**config.mk**
```make
export PLATFORM = sky130hd
export DESIGN_NAME = uart_cmd_handler_mc
export DESIGN_NICKNAME = d
export VERILOG_FILES = /design/src/rtl/uart_cmd_handler_mc.sv
export SDC_FILE = /design/constraint.sdc
export NUM_CORES = 1
export LEC_CHECK = 0
export CORE_ASPECT_RATIO = 0.75
export CORE_MARGIN = 2
export CORE_UTILIZATION = 35
export CTS_CLUSTER_SIZE = 8
export DETAILED_ROUTE_END_ITERATION = 12
export GPL_ROUTABILITY_DRIVEN = 0
export PLACE_DENSITY_LB_ADDON = 0.08
export SLEW_MARGIN = 20
export SYNTH_ARGS = -nofsm -noshare
export SYNTH_HDL_FRONTEND = slang
export SYNTH_SLANG_ARGS = --single-unit
export TNS_END_PERCENT = 10
```
**constraint.sdc**
```tcl
create_clock -name clk -period 2.95 [get_ports clk]
set_clock_uncertainty 0.05 [all_clocks]
set_input_delay 0.59 -clock clk [delete_from_list [all_inputs] [get_ports clk]]
set_output_delay 0.59 -clock clk [all_outputs]
set_load 0.02 [all_outputs]
```
**src/rtl/uart_cmd_handler_mc.sv**
```systemverilog
// rtl/uart_cmd_handler_mc.sv - multi-channel trigger-delay UART command handler
//
// Parses byte-framed requests (cmd, ch, little-endian payload) from a UART
// receiver, drives per-channel delay / edge / counter-reset controls for
// NUM_CH trigger delay channels and answers with ACK, NAK or data bytes
// through a UART transmitter using a tx_en / tx_ready handshake.
//
// Optional feature macro: CMD_CHECKSUM_EN
//   When defined, every request carries a trailing XOR checksum byte (checked
//   in GET_CSUM) and every response is followed by its own XOR checksum byte.
//
// Ports:
//   clk, rst_n          clock, asynchronous active-low reset
//   rx_data[7:0]        received byte, qualified by rx_data_valid
//   tx_data[7:0]        byte to transmit, qualified by one-cycle tx_en
//   tx_ready            transmitter idle; low while a byte is being sent
//   delay_cycles        per-channel delay, channel c at [c*DELAY_W +: DELAY_W]
//   delay_update        per-channel one-cycle delay update pulse
//   edge_type           per-channel edge select (0 none, 1 rise, 2 fall, 3 both)
//   edge_type_update    per-channel one-cycle edge update pulse
//   current_delay       live delay per channel (GET_DELAY / GET_STATUS source)
//   trigger_count       trigger count per channel (GET_STATUS source)
//   reset_counter       per-channel one-cycle counter reset pulse
module uart_cmd_handler_mc #(
    parameter int         NUM_CH         = 4,
    parameter int         DELAY_W        = 32,
    parameter int         COUNT_W        = 16,
    parameter int         TIMEOUT_CYCLES = 1000000,
    parameter logic [7:0] SYNC_BYTE      = 8'h55,
    parameter logic [7:0] ACK_BYTE       = 8'hAA,
    parameter logic [7:0] NAK_BYTE       = 8'hEE
) (
    input  logic                        clk,
    input  logic                        rst_n,
    input  logic [7:0]                  rx_data,
    input  logic                        rx_data_valid,
    output logic [7:0]                  tx_data,
    output logic                        tx_en,
    input  logic                        tx_ready,
    output logic [NUM_CH*DELAY_W-1:0]   delay_cycles,
    output logic [NUM_CH-1:0]           delay_update,
    output logic [NUM_CH*2-1:0]         edge_type,
    output logic [NUM_CH-1:0]           edge_type_update,
    input  logic [NUM_CH*DELAY_W-1:0]   current_delay,
    input  logic [NUM_CH*COUNT_W-1:0]   trigger_count,
    output logic [NUM_CH-1:0]           reset_counter
);

    localparam int DB      = (DELAY_W + 7) / 8;
    localparam int CB      = (COUNT_W + 7) / 8;
    localparam int RB_DATA = (CB + DB > 3) ? CB + DB : 3;
`ifdef CMD_CHECKSUM_EN
    localparam int RB      = RB_DATA + 1;
`else
    localparam int RB      = RB_DATA;
`endif
    localparam logic [31:0] TO_LAST = 32'(TIMEOUT_CYCLES - 1);

    localparam logic [7:0] CMD_SET_DELAY   = 8'h01;
    localparam logic [7:0] CMD_GET_DELAY   = 8'h02;
    localparam logic [7:0] CMD_SET_EDGE    = 8'h03;
    localparam logic [7:0] CMD_GET_EDGE    = 8'h04;
    localparam logic [7:0] CMD_GET_STATUS  = 8'h05;
    localparam logic [7:0] CMD_RESET_COUNT = 8'h06;
    localparam logic [7:0] CMD_GET_INFO    = 8'h07;
    localparam logic [7:0] CH_BROADCAST    = 8'hFF;

    localparam logic [2:0] S_IDLE        = 3'd0;
    localparam logic [2:0] S_GET_CH      = 3'd1;
    localparam logic [2:0] S_GET_PAYLOAD = 3'd2;
    localparam logic [2:0] S_EXEC        = 3'd4;
    localparam logic [2:0] S_TX_LOAD     = 3'd5;
    localparam logic [2:0] S_TX_WAIT     = 3'd6;
`ifdef CMD_CHECKSUM_EN
    localparam logic [2:0] S_GET_CSUM    = 3'd3;
    localparam logic [2:0] S_REQ_END     = S_GET_CSUM;
`else
    localparam logic [2:0] S_REQ_END     = S_EXEC;
`endif

    logic [2:0]         state;
    logic [7:0]         cmd;
    logic [7:0]         ch;
    logic [DB*8-1:0]    payload;
    logic [2:0]         pay_cnt;
    logic               nak_flag;
    logic [31:0]        timer;
    logic [7:0]         resp [RB];
    logic [3:0]         resp_len;
    logic [3:0]         resp_idx;
    logic               seen_low;
`ifdef CMD_CHECKSUM_EN
    logic [7:0]         csum;
    logic               csum_bad;
    logic [7:0]         rsum;
`endif

    logic               rx_known;
    logic               receiving;
    logic               timed_out;
    logic [2:0]         pay_need;
    logic [DELAY_W-1:0] sel_delay;
    logic [COUNT_W-1:0] sel_count;
    logic [1:0]         sel_edge;
    logic [NUM_CH-1:0]  ch_mask;
    logic               ch_hit;
    logic               bcast_ok;
    logic               req_bad;
    logic [DB*8-1:0]    dly_pad;
    logic [CB*8-1:0]    cnt_pad;
    logic [7:0]         resp_n [RB];
    logic [3:0]         resp_len_n;
    logic [7:0]         tx_byte;

    assign rx_known  = (rx_data >= CMD_SET_DELAY) && (rx_data <= CMD_GET_INFO);
    assign pay_need  = (cmd == CMD_SET_DELAY) ? 3'(DB) : 3'd1;
`ifdef CMD_CHECKSUM_EN
    assign receiving = (state == S_GET_CH) || (state == S_GET_PAYLOAD) || (state == S_GET_CSUM);
`else
    assign receiving = (state == S_GET_CH) || (state == S_GET_PAYLOAD);
`endif
    assign timed_out = receiving && !rx_data_valid && (timer == TO_LAST);

    // Channel decode, validation and response image; registered in EXEC so
    // get responses are a snapshot of the inputs at that cycle.
    always_comb begin
        sel_delay = '0;
        sel_count = '0;
        sel_edge  = '0;
        ch_mask   = '0;
        ch_hit    = 1'b0;
        for (int c = 0; c < NUM_CH; c++) begin
            if (ch == 8'(c)) begin
                sel_delay  = current_delay[c*DELAY_W +: DELAY_W];
                sel_count  = trigger_count[c*COUNT_W +: COUNT_W];
                sel_edge   = edge_type[c*2 +: 2];
                ch_mask[c] = 1'b1;
                ch_hit     = 1'b1;
            end
        end
        bcast_ok = (ch == CH_BROADCAST) &&
                   (cmd == CMD_SET_DELAY || cmd == CMD_SET_EDGE || cmd == CMD_RESET_COUNT);
        if (bcast_ok) begin
            ch_mask = '1;
        end
        req_bad = nak_flag ||
                  (cmd != CMD_GET_INFO && !ch_hit && !bcast_ok) ||
                  (cmd == CMD_SET_EDGE && payload[7:0] > 8'd3);
`ifdef CMD_CHECKSUM_EN
        req_bad = req_bad || csum_bad;
`endif
        dly_pad = (DB*8)'(sel_delay);
        cnt_pad = (CB*8)'(sel_count);

        for (int i = 0; i < RB; i++) begin
            resp_n[i] = '0;
        end
        resp_len_n = 4'd1;
        resp_n[0]  = ACK_BYTE;
        if (req_bad) begin
            resp_n[0] = NAK_BYTE;
        end else begin
            case (cmd)
                CMD_GET_DELAY: begin
                    for (int i = 0; i < DB; i++) resp_n[i] = dly_pad[i*8 +: 8];
                    resp_len_n = 4'(DB);
                end
                CMD_GET_EDGE: begin
                    resp_n[0] = {6'd0, sel_edge};
                end
                CMD_GET_STATUS: begin
                    for (int i = 0; i < CB; i++) resp_n[i]      = cnt_pad[i*8 +: 8];
                    for (int i = 0; i < DB; i++) resp_n[CB + i] = dly_pad[i*8 +: 8];
                    resp_len_n = 4'(CB + DB);
                end
                CMD_GET_INFO: begin
                    resp_n[0]  = 8'(NUM_CH);
                    resp_n[1]  = 8'(DELAY_W);
                    resp_n[2]  = 8'(COUNT_W);
                    resp_len_n = 4'd3;
                end
                default: ;
            endcase
        end
`ifdef CMD_CHECKSUM_EN
        rsum = '0;
        for (int i = 0; i < RB; i++) begin
            if (4'(i) < resp_len_n) rsum = rsum ^ resp_n[i];
        end
        for (int i = 0; i < RB; i++) begin
            if (4'(i) == resp_len_n) resp_n[i] = rsum;
        end
        resp_len_n = resp_len_n + 4'd1;
`endif
    end

    always_comb begin
        tx_byte = resp[0];
        for (int i = 0; i < RB; i++) begin
            if (resp_idx == 4'(i)) tx_byte = resp[i];
        end
    end

    // Inter-byte timer: only runs while a request is being collected.
    always_ff @(posedge clk or negedge rst_n) begin
        if (!rst_n) begin
            timer <= '0;
        end else if (!receiving || rx_data_valid) begin
            timer <= '0;
        end else begin
            timer <= timer + 32'd1;
        end
    end

    always_ff @(posedge clk or negedge rst_n) begin
        if (!rst_n) begin
            state            <= S_IDLE;
            cmd              <= '0;
            ch               <= '0;
            payload          <= '0;
            pay_cnt          <= '0;
            nak_flag         <= 1'b0;
            resp_len         <= '0;
            resp_idx         <= '0;
            seen_low         <= 1'b0;
            for (int i = 0; i < RB; i++) resp[i] <= '0;
            tx_data          <= '0;
            tx_en            <= 1'b0;
            delay_cycles     <= '0;
            delay_update     <= '0;
            edge_type_update <= '0;
            reset_counter    <= '0;
            for (int c = 0; c < NUM_CH; c++) edge_type[c*2 +: 2] <= 2'd1;
`ifdef CMD_CHECKSUM_EN
            csum             <= '0;
            csum_bad         <= 1'b0;
`endif
        end else begin
            tx_en            <= 1'b0;
            delay_update     <= '0;
            edge_type_update <= '0;
            reset_counter    <= '0;
            case (state)
                S_IDLE: begin
                    nak_flag <= 1'b0;
                    pay_cnt  <= '0;
`ifdef CMD_CHECKSUM_EN
                    csum_bad <= 1'b0;
                    csum     <= rx_data;
`endif
                    if (rx_data_valid && rx_data != SYNC_BYTE) begin
                        cmd <= rx_data;
                        // Unknown commands have no defined length, so they
                        // are answered immediately without waiting for more.
                        if (!rx_known) begin
                            nak_flag <= 1'b1;
                            state    <= S_EXEC;
                        end else if (rx_data == CMD_GET_INFO) begin
                            state <= S_REQ_END;
                        end else begin
                            state <= S_GET_CH;
                        end
                    end
                end
                S_GET_CH: begin
                    if (rx_data_valid) begin
                        ch <= rx_data;
`ifdef CMD_CHECKSUM_EN
                        csum <= csum ^ rx_data;
`endif
                        if (cmd == CMD_SET_DELAY || cmd == CMD_SET_EDGE) state <= S_GET_PAYLOAD;
                        else                                             state <= S_REQ_END;
                    end else if (timed_out) begin
                        state <= S_IDLE;
                    end
                end
                S_GET_PAYLOAD: begin
                    if (rx_data_valid) begin
                        for (int i = 0; i < DB; i++) begin
                            if (pay_cnt == 3'(i)) payload[i*8 +: 8] <= rx_data;
                        end
                        pay_cnt <= pay_cnt + 3'd1;
`ifdef CMD_CHECKSUM_EN
                        csum <= csum ^ rx_data;
`endif
                        if (pay_cnt == pay_need - 3'd1) state <= S_REQ_END;
                    end else if (timed_out) begin
                        state <= S_IDLE;
                    end
                end
`ifdef CMD_CHECKSUM_EN
                S_GET_CSUM: begin
                    if (rx_data_valid) begin
                        csum_bad <= (rx_data != csum);
                        state    <= S_EXEC;
                    end else if (timed_out) begin
                        state <= S_IDLE;
                    end
                end
`endif
                S_EXEC: begin
                    for (int i = 0; i < RB; i++) resp[i] <= resp_n[i];
                    resp_len <= resp_len_n;
                    resp_idx <= '0;
                    state    <= S_TX_LOAD;
                    if (!req_bad) begin
                        case (cmd)
                            CMD_SET_DELAY: begin
                                for (int c = 0; c < NUM_CH; c++) begin
                                    if (ch_mask[c]) delay_cycles[c*DELAY_W +: DELAY_W] <= payload[DELAY_W-1:0];
                                end
                                delay_update <= ch_mask;
                            end
                            CMD_SET_EDGE: begin
                                for (int c = 0; c < NUM_CH; c++) begin
                                    if (ch_mask[c]) edge_type[c*2 +: 2] <= payload[1:0];
                                end
                                edge_type_update <= ch_mask;
                            end
                            CMD_RESET_COUNT: reset_counter <= ch_mask;
                            default: ;
                        endcase
                    end
                end
                S_TX_LOAD: begin
                    if (tx_ready) begin
                        tx_data  <= tx_byte;
                        tx_en    <= 1'b1;
                        seen_low <= 1'b0;
                        state    <= S_TX_WAIT;
                    end
                end
                S_TX_WAIT: begin
                    // A byte is complete only after tx_ready has been seen
                    // low and then high again.
                    if (!tx_ready) begin
                        seen_low <= 1'b1;
                    end else if (seen_low) begin
                        if (resp_idx + 4'd1 == resp_len) begin
                            state <= S_IDLE;
                        end else begin
                            resp_idx <= resp_idx + 4'd1;
                            state    <= S_TX_LOAD;
                        end
                    end
                end
                default: state <= S_IDLE;
            endcase
        end
    end

endmodule

```
# Word-level counts from Yosys, hierarchy flattened
# Index checks and enable logic that the tools add are counted.
[classes]
n_lt_le_gt_ge = 3
reduce_logical = 43
bitwise = 1
n_addsub = 4
mux = 70
n_eq_ne = 38
[op_table]
columns = ["op", "count"]
rows = [
  ["32-bit two-way mux", 5],
  ["16-bit two-way mux", 5],
  ["4-bit two-way mux", 13],
  ["8-bit two-way mux", 6],
  ["16-bit case mux with 3 select lines", 1],
  ["3-bit two-way mux", 15],
  ["8-bit by 3-bit == test with 1-bit output (second input constant)", 5],
  ["40-bit two-way mux", 1],
  ["4-bit AND reduction", 9],
  ["32-bit by 1-bit adder with 32-bit output (second input constant)", 1],
  ["32-bit by 20-bit == test with 1-bit output (second input constant)", 1],
  ["8-bit by 2-bit == test with 1-bit output (second input constant)", 4],
  ["8-bit case mux with 4 select lines", 1],
  ["3-bit case mux with 6 select lines", 1],
  ["8-bit by 1-bit == test with 1-bit output (second input constant)", 2],
  ["8-bit case mux with 2 select lines", 1],
  ["3-bit AND reduction", 5],
  ["2-bit != test (second input constant)", 7],
  ["1-bit two-way mux", 13],
  ["3-bit by 2-bit == test with 1-bit output (second input constant)", 3],
  ["3-bit == test (second input constant)", 3],
  ["3-bit case mux with 3 select lines", 1],
  ["4-bit by 2-bit == test with 1-bit output (second input constant)", 2],
  ["4-bit by 3-bit == test with 1-bit output (second input constant)", 2],
  ["27 further kinds", 52],
]
[word_totals]
in_bits = 204
register_bits = 301
output_inout_bits = 157
elab_cells = 191

# Longest topological paths before layout
# Gate-level depths: netlist of the first run.
[depth]
word_depth = 12
ltp_mapped = 9

# Worst setup path after synthesis of the first run
# OpenSTA, ideal clock, no wires.
[synth_path]
kind = "reg2reg"
start = "register cmd[7]"
end = "register delay_cycles[3]"
path_stages_with_launch = 8
arrival_ns = 2.290
required_time_ns = 2.775
path_slack_ns = 0.485
path_buffers = 2
path_cell_list = "dfrtp_1 -> or4_1 -> buf_2 -> nor4_4 -> nand3_4 -> a21oi_4 -> buf_4 -> mux2_2"
[synth_via]
elab_chain_cells = 10
word_cells_on_any_way = 16
classes_between = "4 x eq/ne; 1 x mux; 1 x bitwise; 10 x reduce/logical"
[synth_rtl]
columns = ["element", "line_no", "source"]
rows = [
  ["start: declaration", "82", "logic [7:0] cmd;"],
  ["start signal: assignment", "252", "cmd <= rx_data;"],
  ["8-bit by 1-bit == test with 1-bit output / 8-bit by 2-bit == test with 1-bit output (equally long branches)", "142, 307, 148", ""],
  ["1-bit logical OR (2 in a row)", "142", "(cmd == CMD_SET_DELAY || cmd == CMD_SET_EDGE || cmd == CMD_RESET_COUNT);"],
  ["1-bit logical AND", "141", "bcast_ok = (ch == CH_BROADCAST) &&"],
  ["1-bit zero test", "147", "(cmd != CMD_GET_INFO && !ch_hit && !bcast_ok) ||"],
  ["1-bit logical AND", "147", ""],
  ["1-bit logical OR", "146", "req_bad = nak_flag ||"],
  ["1-bit logical OR", "147", ""],
  ["1-bit inverter (no source line)", "-", ""],
  ["4-bit AND reduction (no source line) *", "-", ""],
  ["end signal: indexed assignment", "310", "if (ch_mask[c]) delay_cycles[c*DELAY_W +: DELAY_W] <= payload[DELAY_W-1:0];"],
  ["end: declaration", "40", "output logic [NUM_CH*DELAY_W-1:0] delay_cycles,"],
]
# Mark *: on every way between the ends. The rest lies on a longest branch, timed or not.
# A chain may end at the register's enable or synchronous reset.

# Worst setup path in the final report of the first run
[layout_path]
start = "register cmd[7]"
end = "register delay_cycles[93]"
# Same word-level chain as after synthesis.

==> results of run 1 <==
stage by stage:
step	util	cells	hold slack, ns
after CTS	0.496	2214	0.431
after global placement	0.468	2160	0.405
after detailed placement	0.468	2160	0.420
after floorplan	-	1260	0.244
final	0.497	2216	0.422
after global routing	0.497	2216	0.445
power breakdown:
part | switching [mW] | leakage (nW) | internal, mW
clock network | 1.79 | 0.565 | 2.61
logic | 2.19 | 4.00 | 1.44
registers | 0.386 | 4.08 | 4.41
synthesized netlist by cell type, types with 6 or more instances:
master,instances
a211oi_1,9
and3_1,11
o31ai_1,9
nand2_1,86
mux2i_1,42
xor2_1,25
nand4_1,21
nand2b_1,6
nor2b_1,9
clkbuf_1,49
o22ai_1,19
buf_2,13
nor4_1,9
o2bb2ai_1,19
o21ai_0,73
ha_1,10
nor4b_1,6
mux2_2,164
a32oi_1,13
nor3_1,10
a21oi_1,15
a22o_1,26
o211ai_1,14
xnor2_1,8
nor2_1,75
and2_1,8
nand3_1,18
or4_1,6
inv_1,15
a31oi_1,7
mux2_1,26
nand3b_1,6
or3_1,8
a22oi_1,13
dfrtp_1,296
buf_4,14
cells in the final DEF, fill, tap and decap left out, types with 14 or more instances in the layout:
| master | count |
|---|---|
| clkdlybuf4s50_1 | 359 |
| dfrtp_1 | 294 |
| mux2_2 | 164 |
| nand2_1 | 86 |
| nor2_1 | 75 |
| o21ai_0 | 73 |
| buf_4 | 50 |
| clkbuf_16 | 43 |
| mux2i_1 | 42 |
| a22o_1 | 26 |
| mux2_1 | 26 |
| xor2_1 | 25 |
| nand4_1 | 21 |
| o2bb2ai_1 | 19 |
| o22ai_1 | 19 |
| nand3_1 | 18 |
| inv_1 | 15 |
| a21oi_1 | 15 |
| o211ai_1 | 14 |
layer usage:
| metal | vias to the layer above | routed length, um |
|---|---|---|
| li1 | 5480 | - |
| met1 | 6035 | 24300 |
| met2 | 346 | 22500 |
| met3 | 46 | 4180 |
| met4 | 6 | 506 |
| met5 | - | 38 |
registers in the layout, summed over array words and instances, names as in the netlist, 4 cells and up:
signal	flops
resp	48
edge_type	8
timer	32
payload	32
edge_type_update	4
reset_counter	4
cmd	8
delay_update	4
tx_data	8
ch	8
delay_cycles	128
resp_idx	4
cells by family after synthesis:
group | synth area share
simple gates | 0.110
mux | 0.178
compound gates | 0.142
xor+xnor | 0.0197
flops | 0.513
fa+ha+maj | 0.00854
buf+inv | 0.0294
layout make-up:
cell class,count,share of cell area
multi-input combinational,864,0.330
antenna,1,0.000123
clock buffer,49,0.0539
clock inverter,4,0.00264
tap,561,0.0344
sequential,300,0.369
timing repair buffer,422,0.207
inverter,15,0.00276
worst max-delay path, cell delays in order, from the launching register on:
cell	delay, ns
dfrtp_1	0.40
or4_1	0.73
nor2_4	0.25
nand3_2	0.27
a21oi_4	0.25
buf_12	0.25
mux2_2	0.37
final timing paths:
kind                       cells after the start                to       start
setup / recovery                               6  delay_cycles[93]      cmd[7]
hold / removal                                 2        tx_data[0]  tx_data[0]
setup reg to reg                               6  delay_cycles[93]      cmd[7]
hold reg to reg                                2        tx_data[0]  tx_data[0]
max in group asynchronous                      3      edge_type[2]       rst_n
min in group asynchronous                      2  delay_cycles[19]       rst_n
what timing repair did:
item / in CTS / in global routing
hold buffers: 1 / 0
setup endpoints to repair: 0 / 1
endpoints found under the hold margin: 40 / 0
buffers inserted: 0 / 1
==> flow_summary.json, run 1 <==
{
  "status": "complete, no violations",
  "ioPinCount": 361,
  "ant_nets": 0,
  "final_area_um2": 20400,
  "htreeDepth": 2,
  "rows": 64,
  "die_w_um": 240,
  "start_util": 0.357,
  "worst_ep_arrival_time_ns": 3.10,
  "die_y_um": 181,
  "drc": 0,
  "avgSynthCellArea_um2": 11.6,
  "synth_cells": 1260,
  "clock_sinks": 300,
  "p_per_area_nw_per_um2": 630,
  "rsz0062_at_grt": "no",
  "grt_overflow": 0,
  "synth.largest_area_cell": "dfrtp_1",
  "grtUsageMet3": 0.0810,
  "seqCellArea_um2": 7520,
  "nets": 1860,
  "multiInputGateArea_um2": 6730,
  "wire_per_inst_um": 23.3,
  "synth_cell_types": 79,
  "endpoint_kind": "register",
  "coreArea_um2": 41000,
  "finalPower_mw": 12.8,
  "fin_ws_ns": 0.225,
  "crit_required_ns": 3.33,
  "clock_latency_ns": 0.55,
  "fin_crit_ns": 2.72,
  "finalSetupViolations": 0,
  "path_clk_slew_ns": 0.05,
  "nFillCells": 3790,
  "cts_made_buffers": 43,
  "synth-async-reset-ratio": 1.00,
  "p_leak_nw": 8.65,
  "maxCapViolations": 0,
  "cts_root_buf": "clkbuf_16",
  "ys_ff_latch": 300,
  "dpl_cell_area_um2": 19200,
  "ctsResizeCount": 0,
  "worst_setup_path_start_kind": "register",
  "syn_to_final_growth_pct": 39.0,
  "critPathKind": "register to register",
  "max-vdd-ir-drop_uv": 384,
  "preCtsSetupSlack_ns": 0.166,
  "synthTopCellsByArea": "dfrtp_1 51%, mux2_2 13%, mux2i_1 2.9%",
  "synth.cell_area_um2": 14700,
  "busiest_layer": "met1",
  "finalSetupTns_ns": 0,
  "synth_edf_count": 0,
  "grt_pass1_vias": 11700,
  "clock_path_buffers": 3,
  "yosys_warnings": 0,
  "yosysSeqAreaShare": 0.513,
  "ys.flop_type": "dfrtp_1",
  "antenna_found_initial": 4,
  "drive_gt1_frac": 0.187,
  "use_met2": 0.332,
  "portBuffers": 360,
  "max_freq_mhz": 367,
  "grt_max_degree": 79,
  "tritoncts": "built",
  "drt_iter0_drc": 792,
  "dieArea_um2": 43500,
  "hold_path_class": "register to register",
  "grt_pass1_wl_mm": 76.5,
  "synth_nets": 1474,
  "final_max_slew_viol_count": 0,
  "grtUsageTotal": 0.233,
  "num_vias": 11900,
  "wirelength_mm": 51.5,
  "crit_path_max_fanout": 33,
  "viasPerCell": 5.38,
  "finalHoldViolCount": 0,
  "slew_headroom": 0.432,
  "reg2reg_slack_ns": 0.23,
  "dr.pass1.iters": 5,
  "tightest_slew_ns": 0.842,
  "dp_hpwl_mm": 38.2,
  "met1_usage": 0.345,
  "synth_top_area_frac": 0.505,
  "finalCritPeriodShare": 0.924
}
(Power assumes the default switching activity.)
==> inputs of run 2 (changes only) <==
Settings changed: CORE_UTILIZATION 35 to 37, SLEW_MARGIN 20 to not set.
==> run 2 against run 1 <==
  * Clock power grew 2%
  * Combinational power is 4% lower
  * Utilization rose by 2.1 points
  * Non-clock buffer count shrank 1
==> flow_summary.json, run 2 (synthesis gave the netlist of run 1 again) <==
{
  "status": "complete, no violations",
  "mostFrequentLayoutCells": "359 x clkdlybuf4s50_1, 294 x dfrtp_1, 164 x mux2_2",
  "largest_register": "delay_cycles",
  "tightest_slew_ns": 1.03,
  "antenna_found_initial": 3,
  "grt_pass1_wl_mm": 75.9,
  "grt_pass1_vias": 11900,
  "portBuffers": 360,
  "max-vdd-ir-drop_uv": 466,
  "fin_ws_ns": 0.185,
  "syn_to_final_growth_pct": 38.7,
  "nFillCells": 3561,
  "die_w_um": 234,
  "dieArea_um2": 41200,
  "preCtsSetupSlack_ns": 0.163,
  "maxCapViolations": 0,
  "ioPinCount": 361,
  "worst_setup_path_start_kind": "register",
  "reg2reg_slack_ns": 0.19,
  "largest_reg_flops": 128,
  "coreArea_um2": 39300,
  "finalHoldViolCount": 0,
  "layout_commonest_cell": "clkdlybuf4s50_1",
  "grt_overflow": 0,
  "clock_latency_ns": 0.56,
  "multiInputGateArea_um2": 6730,
  "dp_hpwl_mm": 37.3,
  "path_clk_slew_ns": 0.06,
  "fin_crit_ns": 2.76,
  "crit_required_ns": 3.37,
  "finalCritPeriodShare": 0.937,
  "rows": 63,
  "crit_path_max_fanout": 13,
  "die_y_um": 176,
  "seqCellArea_um2": 7520,
  "wire_per_inst_um": 23.2,
  "max_freq_mhz": 362,
  "critPathKind": "register to register",
  "grtUsageTotal": 0.244,
  "cts_setup_buffers": 0,
  "dr.pass1.iters": 8,
  "clock_sinks": 300,
  "num_vias": 11900,
  "cts_made_buffers": 43,
  "drc": 0,
  "clock_path_buffers": 3,
  "finalSetupViolations": 0,
  "nets": 1859,
  "grt_max_degree": 70,
  "worst_ep_arrival_time_ns": 3.19,
  "start_util": 0.373,
  "finalSetupTns_ns": 0,
  "endpoint_kind": "register",
  "viasPerCell": 5.45,
  "rsz0062_at_grt": "no",
  "htreeDepth": 2,
  "p_leak_nw": 8.65,
  "p_per_area_nw_per_um2": 631,
  "ctsResizeCount": 0,
  "drt_iter0_drc": 946,
  "ant_nets": 0,
  "wirelength_mm": 50.5,
  "slew_headroom": 0.304,
  "final_max_slew_viol_count": 0,
  "tritoncts": "built",
  "largestRegisters": "delay_cycles (128), resp (48)",
  "hold_path_class": "register to register",
  "cts_root_buf": "clkbuf_16",
  "drive_gt1_frac": 0.186
}
[run 2: changes by cell type in the layout (fill, tap and decap cells not counted), sizes merged]
cell and delta:
diode +3, buf -1, clkinv -1, clkbuf +6
[run 2: what timing repair did]
action | CTS | global route
hold buffers | 1 | 0
setup endpoints to repair | 0 | 0
endpoints found under the hold margin | 48 | 0
[run 2: path summary, 6_finish.rpt]
path                                      to        from  cells after the start
worst max-delay path                resp[42]      cmd[7]                      6
worst min-delay path              tx_data[3]  tx_data[3]                      2
worst max register to register      resp[42]      cmd[7]                      6
worst min register to register    tx_data[3]  tx_data[3]                      2
max in group asynchronous       edge_type[0]       rst_n                      3
min in group asynchronous           timer[6]       rst_n                      2
[run 2: area by class of cell]
class                   instances  share of cell area
diodes                          4            0.000492
repair buffers                421               0.206
multi-input cells             864               0.331
flip-flops and latches        300               0.370
well taps                     520              0.0320
inverters                      15             0.00277
clock buffers                  55              0.0556
clock inverters                 3             0.00240
[run 2: power breakdown]
| group | total [mW] | internal, mW | leakage (nW) | switching (mW) |
|---|---|---|---|---|
| clock | 4.49 | 2.67 | 0.574 | 1.82 |
| combinational | 3.50 | 1.40 | 3.99 | 2.09 |
| sequential | 4.84 | 4.41 | 4.08 | 0.428 |
[run 2: routing by layer]
layer  up-vias  wire, um  global-route usage
li1       5468         -                   -
met1      6030     23900               0.368
met2       341     21400               0.334
met3        47      4520              0.0872
met4         2       661              0.0488
met5         -        11                   0
[run 2: stage by stage]
stage | std cells | area [um2] | hold WS, ns | utilization | power (mW)
floorplan | 1260 | 14700 | 0.244 | - | 6.86
global placement | 2119 | 19100 | 0.411 | 0.487 | 8.35
detailed placement | 2119 | 19100 | 0.416 | 0.487 | 8.38
CTS | 2178 | 20300 | 0.429 | 0.518 | 12.9
global route | 2179 | 20300 | 0.449 | 0.518 | 13.5
finish | 2182 | 20300 | 0.425 | 0.518 | 12.8
[run 2: critical path, cell delays in order, from the launching register on]
cell and delay (ns):
dfrtp_1 0.40, or4_1 0.73, or4_1 0.71, nor2_4 0.15, buf_4 0.23, o211ai_1 0.19, a31oi_1 0.21
==> inputs of run 3 (changes only) <==
Clock period 2.95 ns to 3.44 ns, I/O delays scaled along.
==> run 3 against run 2 <==
  * Sequential share of layout area increased by 0.33 points
  * Combinational power decreased by 15%
  * Clock-buffer cell count decreased by 3
  * Largest cell class unchanged
  * Worst hold slack got worse by 0.35 ns
  * Die area unchanged
  * Non-clock buffer count decreased by 17
  * Cell area decreased by 0.89%
  * Worst setup slack improved by 0.35 ns
  * Flip-flop and latch count unchanged
  * First-iteration DRC count decreased by 8.6%
  * Global-route usage about the same
  * Utilization decreased by 0.46 points
==> flow_summary.json, run 3 (synthesis gave the netlist of run 1 again) <==
{
  "worst_ep_arrival_time_ns": 3.28,
  "grtUsageTotal": 0.244,
  "die_y_um": 176,
  "clock_path_buffers": 3,
  "crit_start": "cmd[7]",
  "nets": 1842,
  "reg2reg_slack_ns": 0.54,
  "instances_no_fill": 2159,
  "syn_to_final_growth_pct": 37.5,
  "drive_gt1_frac": 0.178,
  "wl_met1_mm": 23.8,
  "finalHoldViolCount": 0,
  "ctsHoldBuffers": 0,
  "ctsResizeCount": 0,
  "p_leak_nw": 8.55,
  "slew_headroom": 0.288,
  "r2r_cells": 5,
  "finalSetupViolations": 0,
  "maxCapViolations": 0,
  "switching_share": 0.340,
  "rows": 63,
  "dieArea_um2": 41200,
  "dpl_cell_area_um2": 19000,
  "max-vdd-ir-drop_uv": 431,
  "worst_setup_path_start_kind": "register",
  "largestRegisters": "delay_cycles (128), resp (48)",
  "wire_per_inst_um": 23.4,
  "tritoncts": "built",
  "final_max_slew_viol_count": 0,
  "grt_pass1_wl_mm": 75.6,
  "crit_path_max_fanout": 14,
  "cts_made_buffers": 43,
  "critPathKind": "register to register",
  "p_switching_mw": 3.71,
  "grt_pass1_vias": 11800,
  "met2_length_mm": 21.3,
  "portBuffers": 360,
  "dp_hpwl_mm": 37.0,
  "ioPinCount": 361,
  "p_per_area_nw_per_um2": 542,
  "dr.pass1.iters": 5,
  "drc": 0,
  "wirelength_mm": 50.6,
  "coreArea_um2": 39300,
  "cts_setup_buffers": 0,
  "dp_cells": 2103,
  "p_comb_frac": 0.272,
  "antenna_found_initial": 0,
  "power.share.sequential": 0.380,
  "pwr-share-clk": 0.348,
  "p_int_mw": 7.20,
  "endpoint_kind": "register",
  "start_util": 0.373,
  "mostFrequentLayoutCells": "359 x clkdlybuf4s50_1, 294 x dfrtp_1, 164 x mux2_2",
  "dr_wl_met3_mm": 4.81,
  "largest_reg_flops": 128,
  "largest_register": "delay_cycles",
  "htreeDepth": 2,
  "r2r_start": "cmd[7]",
  "routed.top_layer": "met4",
  "ant_nets": 0,
  "viasPerCell": 5.48,
  "cp-endpoint": "resp[44]",
  "fin_crit_ns": 2.90,
  "max_freq_mhz": 345,
  "finalCritPeriodShare": 0.844,
  "finalSetupTns_ns": 0,
  "r2r_end": "resp[44]",
  "path_clk_slew_ns": 0.06,
  "die_w_um": 234,
  "clock_sinks": 300,
  "drt_iter0_drc": 865,
  "tightest_slew_ns": 1.05,
  "grt_overflow": 0,
  "num_vias": 11800,
  "cts_root_buf": "clkbuf_16",
  "rsz0062_at_grt": "no",
  "crit_required_ns": 3.82,
  "clock_latency_ns": 0.55,
  "status": "complete, no violations",
  "layout_commonest_cell": "clkdlybuf4s50_1",
  "hold_path_class": "input pin to asynchronous set/reset pin",
  "n_antenna_cell": 0,
  "grt_max_degree": 77,
  "final_area_um2": 20100
}
## run 3: cell count changes in the layout (fill, tap and decap cells not counted), sizes merged
cell	change
buf	-16
clkbuf	-3
clkinv	+1
diode	-4
dlygate4sd3	-1
## run 3: per-layer routing
metal  track usage  up-vias
li1              -     5428
met1         0.366     6002
met2         0.333      347
met3        0.0924       49
met4        0.0480        0
met5             0        -
## run 3: how the worst min path moves through the flow
stage | from | to | slack [ns]
floorplan | rst_n | ch[0] | 0.34
global placement | tx_data[0] | tx_data[0] | 0.41
detailed placement | resp[33] | resp[33] | 0.42
CTS | rst_n | timer[26] | 0.07
global route | rst_n | timer[26] | 0.09
finish | rst_n | timer[12] | 0.08
## run 3: power by group through the flow
stage | Sequential [mW] | Clock, mW | Combinational (mW)
floorplan | 4.07 | 0 | 1.81
global placement | 4.19 | 0 | 2.93
detailed placement | 4.20 | 0 | 2.94
CTS | 4.14 | 3.89 | 2.95
global route | 4.18 | 4.07 | 3.21
finish | 4.14 | 3.80 | 2.97
## run 3: through the flow
stage | power [mW] | utilization | worst slack, ns | hold slack [ns]
floorplan | 5.88 | - | 0.975 | 0.342
global placement | 7.12 | 0.484 | 0.0730 | 0.411
detailed placement | 7.14 | 0.484 | 0.189 | 0.420
CTS | 11.0 | 0.513 | 0.541 | 0.0750
global route | 11.5 | 0.513 | 0.379 | 0.0883
finish | 10.9 | 0.513 | 0.538 | 0.0781
## run 3: critical path: stages, from the launching register on
cell	delay [ns]
dfrtp_1	0.40
or4_1	0.72
or4_1	0.73
nor2_4	0.40
a32oi_1	0.20
o41ai_1	0.29
## run 3: area by class of cell
cell class / instances / area, um2
Multi-Input combinational cell: 864 / 6730
Sequential cell: 300 / 7520
Inverter: 15 / 56.3
Clock inverter: 4 / 53.8
Tap cell: 520 / 651
Fill cell: 3588 / 19100
Clock buffer: 52 / 1110
Timing Repair Buffer: 404 / 4030
==> patch 1, RTL diff (config.mk and constraints of run 2) <==
Change the parameter `DELAY_W` from 32 to 64.
--- a/src/rtl/uart_cmd_handler_mc.sv
+++ b/src/rtl/uart_cmd_handler_mc.sv
@@ -24,5 +24,5 @@
 module uart_cmd_handler_mc #(
     parameter int         NUM_CH         = 4,
-    parameter int         DELAY_W        = 32,
+    parameter int         DELAY_W        = 64,
     parameter int         COUNT_W        = 16,
     parameter int         TIMEOUT_CYCLES = 1000000,
Ports: changed (resized current_delay and delay_cycles); port bits go from 361 to 617. No check against the original RTL was run, so the function may have changed too.
==> patch 1 against run 2 <==
- routed wire length grew 78%
- hold slack gained 0.0043 ns
- critical path depth grew 1
- non-clock buffer count grew 323
- combinational power grew 49%
- sequential power grew 61%
- maximum frequency shrank 3.0%
- worst setup slack lost 0.085 ns
- sequential cell count grew 192
- design area grew 61%
- sequential share of layout area grew 0.66 points
- power grew 60%
- synthesized area grew 55%
- largest cell class unchanged
- highest routed layer unchanged
==> patch 1: results (changes against run 2) <==
Run status
  – Outcome: finished, final reports clean (unchanged)

Worst setup path
  – Cell count of the worst reg-to-reg path: 7 (was 6)
  – Crit-path slowest cell: dfrtp_4 (was or4_1)
  – CP peak stage delay: 0.61 ns (was 0.73 ns)
  – Worst Path Arrival: 3.29 ns (was 3.19 ns)
  – Crit path max fanout: 18 (was 13)
  – Reg2reg setup slack: 0.1 ns (was 0.19 ns)

Placement
  – HPWL Detailed: 69390 µm (was 37330 µm)
  – PortBufs: 616 (was 360)
  – Placement Setup Slack: 0.001408 ns (was 0.1627 ns)

Detailed routing
  – Metal3 WL: 6927 µm (was 4522 µm)
  – Metal-1 WL: 38140 µm (was 23910 µm)
  – Routed wire length per instance: 27.28 µm (was 23.16 µm)
  – DRT iter0 DRCs: 1176 (was 946)
  – Met2 Routed Length: 42210 µm (was 21430 µm)
  – First drt pass iteration count: 5 (was 8)

Clock tree
  – CTS H-tree depth: 3 (was 2)
  – Clock Latency Late Sink: 0.61 ns (was 0.56 ns)

Synth
  – Compound-gate portion of the synthesized area: 9.053% (was 14.19%)
  – Synth Area in Adders: 0.6046% (was 0.8538%)
  – Sequential fraction of the synthesis area: 54.11% (was 51.26%)
  – Yosys cell types: 74 (was 79)
  – Post-Synth XOR/XNOR Area: 1.292% (was 1.972%)
  – Synthesized net count: 2112 (was 1474)
  – Syn Area/Cell: 12.87 µm² (was 11.63 µm²)
  – Most frequent cells after synthesis: dfrtp_1 (488), mux2_2 (315), nand2_1 (129) (was dfrtp_1 (296), mux2_2 (164), nand2_1 (86), nor2_1 (75), o21ai_0 (73))
  – Top post-synthesis cells by area: dfrtp_1 (54%), mux2_2 (16%), mux4_2 (5.9%) (was dfrtp_1 (51%), mux2_2 (13%), mux2i_1 (2.9%))

Global route
  – Met3 usage: 8.011% (was 8.721%)
  – Number of global-route vias before repair: 18.79k (was 11.92k)
  – Global-route wire length before repair: 130200 µm (was 75910 µm)
  – GR Util met2: 44.39% (was 33.36%)
  – Total track usage: 27.99% (was 24.42%)
  – Global Route met1 Usage: 37.10% (was 36.84%)

Final layout
  – Multi-input combinational area share: 30.15% (was 33.12%)
  – Fill cells: 5215 (was 3561)
  – Number of flip-flops and latches: 492 (was 300)
  – Clk tree area frac: 6.034% (was 5.804%)
  – Comb_multi_in: 1148 (was 864)
  – Reg area: 12320 µm² (was 7517 µm²)
  – Layout cell share with drive strength beyond 1: 24.20% (was 18.58%)
  – Layout Cells excl Fill: 3307 (was 2182)
  – Regs by FF count: delay_cycles: 256 flops, resp: 80 flops, payload: 64 flops (was delay_cycles: 128 flops, resp: 48 flops)
  – Nets: 2815 (was 1859)
  – Non-clock buffering overhead: 22.90% (was 20.57%)
  – Antenna fix cells: 7 (was 4)

Pwr
  – Leakage Power: 14.15 nW (was 8.648 nW)
  – Pwr/cell area: 625.7 nW/µm² (was 631.0 nW/µm²)

STA
  – Hold_ws: 0.4294 ns (was 0.4251 ns)
  – Slew headroom: 50.90% (was 30.35%)
  – Final worst path period share: 96.62% (was 93.73%)

Worst hold path
  – Worst hold endpoint: resp[37] (was tx_data[3])
  – Hold path start: resp[37] (was tx_data[3])
## patch 1: cell count changes after synthesis, moves of 18 or more
cell	before	now
mux2_2	164	315
dfrtp_1	296	488
clkbuf_1	49	73
a22oi_1	13	33
mux2i_1	42	16
nand3_1	18	38
o2bb2ai_1	19	1
nand2_1	86	129
mux4_2	2	60
## patch 1: worst register-to-register path, cell delays in order, from the launching register on
cell and delay (ns):
dfrtp_4 0.61, inv_1 0.33, nand2_1 0.53, o221ai_2 0.54
buf_4 0.18, o22a_1 0.21, nand2_1 0.08, a22o_1 0.20
## patch 1: cells by family after synthesis
kind of cell | count (synthesis)
mux | 430
compound gates | 298
xor+xnor | 32
flops | 492
buf+inv | 129
fa+ha+maj | 11
simple gates | 377
## patch 1: what timing repair did
action,CTS,global route
hold buffers,1,0
endpoints found under the hold margin,38,0
resized for setup,1,1
endpoints found under the setup margin,1,1
## patch 1: power breakdown
group          internal [W]  switching [W]
Combinational       0.00233        0.00291
Clock               0.00442        0.00303
Sequential          0.00716       0.000641
Total                0.0139        0.00658
==> patch 2, RTL diff (config.mk and constraints of run 2) <==
Without the edit above. Make the reset (`rst_n`) synchronous in 2 clocked blocks. Comments in the files are not updated.
--- a/src/rtl/uart_cmd_handler_mc.sv
+++ b/src/rtl/uart_cmd_handler_mc.sv
@@ -203,5 +203,5 @@
 
     // Inter-byte timer: only runs while a request is being collected.
-    always_ff @(posedge clk or negedge rst_n) begin
+    always_ff @(posedge clk) begin
         if (!rst_n) begin
             timer <= '0;
@@ -213,5 +213,5 @@
     end
 
-    always_ff @(posedge clk or negedge rst_n) begin
+    always_ff @(posedge clk) begin
         if (!rst_n) begin
             state            <= S_IDLE;
Function: differs if rst_n is asserted again (counterexample within 4 cycles, from zero or initial values and one cycle with rst_n low); with rst_n held inactive, the same outputs for 4 cycles.
==> patch 2 against run 2 <==
- synthesized cell count grew 29%
- synthesized area shrank 2.8%
- critical path depth is the same
- worst setup slack gained 0.13 ns
- non-clock buffer count grew 14
- count of clock-buffer cells in the layout is the same
- critical endpoint is now delay_cycles[22]
- sequential cell count is the same
- power shrank 8.1%
- utilization grew 0.19 points
- critical path type unchanged
- design area shrank 2.6%
- routed wire length grew 6.5%
==> patch 2: results (changes against run 2) <==
Run status
  – Outcome: finished, final reports clean (unchanged)

Worst setup path
  – Critical Path Source: cmd[4] (was cmd[7])
  – CP peak stage delay: 0.68 ns (was 0.73 ns)
  – Worst Setup EP: delay_cycles[22] (was resp[42])
  – Reg2reg setup slack: 0.31 ns (was 0.19 ns)
  – Worst Path Arrival: 2.97 ns (was 3.19 ns)
  – Crit path max fanout: 61 (was 13)

Final layout
  – Layout Cells excl Fill: 2473 (was 2182)
  – Fill cells: 3524 (was 3561)
  – Multi-input gate area: 7111 µm² (was 6731 µm²)
  – Layout cell share with drive strength beyond 1: 9.694% (was 18.58%)

Worst hold path
  – Hold Path Depth: 2 (unchanged)
  – Hold path start: resp[5][3] (was tx_data[3])
  – Worst hold endpoint: tx_data[3] (unchanged)

Pwr
  – Worst IR Drop VDD: 0.3843 mV (was 0.4660 mV)
  – Leakage Power: 6.463 nW (was 8.648 nW)

STA
  – Worst slew pin tran: 1.079 ns (was 1.032 ns)
  – Hold_ws: 0.4149 ns (was 0.4251 ns)
  – Final worst path period share: 89.35% (was 93.73%)

Detailed routing
  – DRT iter0 DRCs: 1267 (was 946)
  – First drt pass iteration count: 7 (was 8)

Placement
  – HPWL Detailed: 38570 µm (was 37330 µm)
  – Placed instance area: 18600 µm² (was 19130 µm²)
  – Dpl cells: 2414 (was 2119)
  – Placement Setup Slack: 0.3466 ns (was 0.1627 ns)

Synth
  – Synth area leader: dfxtp_1 (was dfrtp_1)
  – Post-Synth XOR/XNOR Area: 1.537% (was 1.972%)
  – Post-synth EDFFs: 48 (was 0)
  – Most frequent cell after synthesis: dfxtp_1 (was dfrtp_1)
  – Mapped Cells: 1620 (was 1260)
  – Top post-synthesis cells by area: dfxtp_1 (35%), edfxtp_1 (10%), nand3_1 (7.3%) (was dfrtp_1 (51%), mux2_2 (13%), mux2i_1 (2.9%))
  – Compound-gate portion of the synthesized area: 20.12% (was 14.19%)
  – Yosys cell types: 75 (was 79)
  – Sequential fraction of the synthesis area: 45.53% (was 51.26%)
  – Top FF cell, synth: dfxtp_1 (was dfrtp_1)
  – Synthesized net count: 1834 (was 1474)
  – Mux share of post-synthesis cell area: 7.343% (was 17.78%)
  – Asr flop ratio synth: 0% (was 100.0%)

Global route
  – Global-route wire length before repair: 81770 µm (was 75910 µm)
  – Total track usage: 26.00% (was 24.42%)
  – Largest net degree at the start of global routing: 66 (was 70)

Clock tree
  – Clock Latency Late Sink: 0.54 ns (was 0.56 ns)
patch 2: changes by cell type after synthesis, sizes merged, moves of 25 or more:
cell and delta:
dfrtp -296, dfxtp +252, mux2 -190, nand3 +188, a21oi +179, o21ai +107
clkbuf +56, edfxtp +48, mux4 +32, a22o -25
patch 2: where the power goes:
part,internal (W),switching (W)
clock network,0.00276,0.00176
registers,0.00444,0.000169
logic,0.00103,0.00164
total,0.00822,0.00356
patch 2: per-layer routing:
metal / vias to the layer above / share of wire [%] / wire (µm) / GRT usage (%)
met5: - / 0.024 / 13 / 0
met4: 2 / 1.4 / 754 / 5.296
met3: 64 / 8.8 / 4711 / 5.840
met2: 579 / 43 / 23050 / 38.20
met1: 6910 / 47 / 25290 / 38.93
li1: 6616 / - / - / -
patch 2: layout make-up:
class	instances	share of cell area [%]
Timing Repair Buffer	435	21.62
Tap cell	512	3.236
Clock buffer	55	5.770
Inverter	18	0.3666
Antenna cell	1	0.01264
Clock inverter	3	0.2781
Sequential cell	300	32.80
Multi-Input combinational cell	1149	35.92
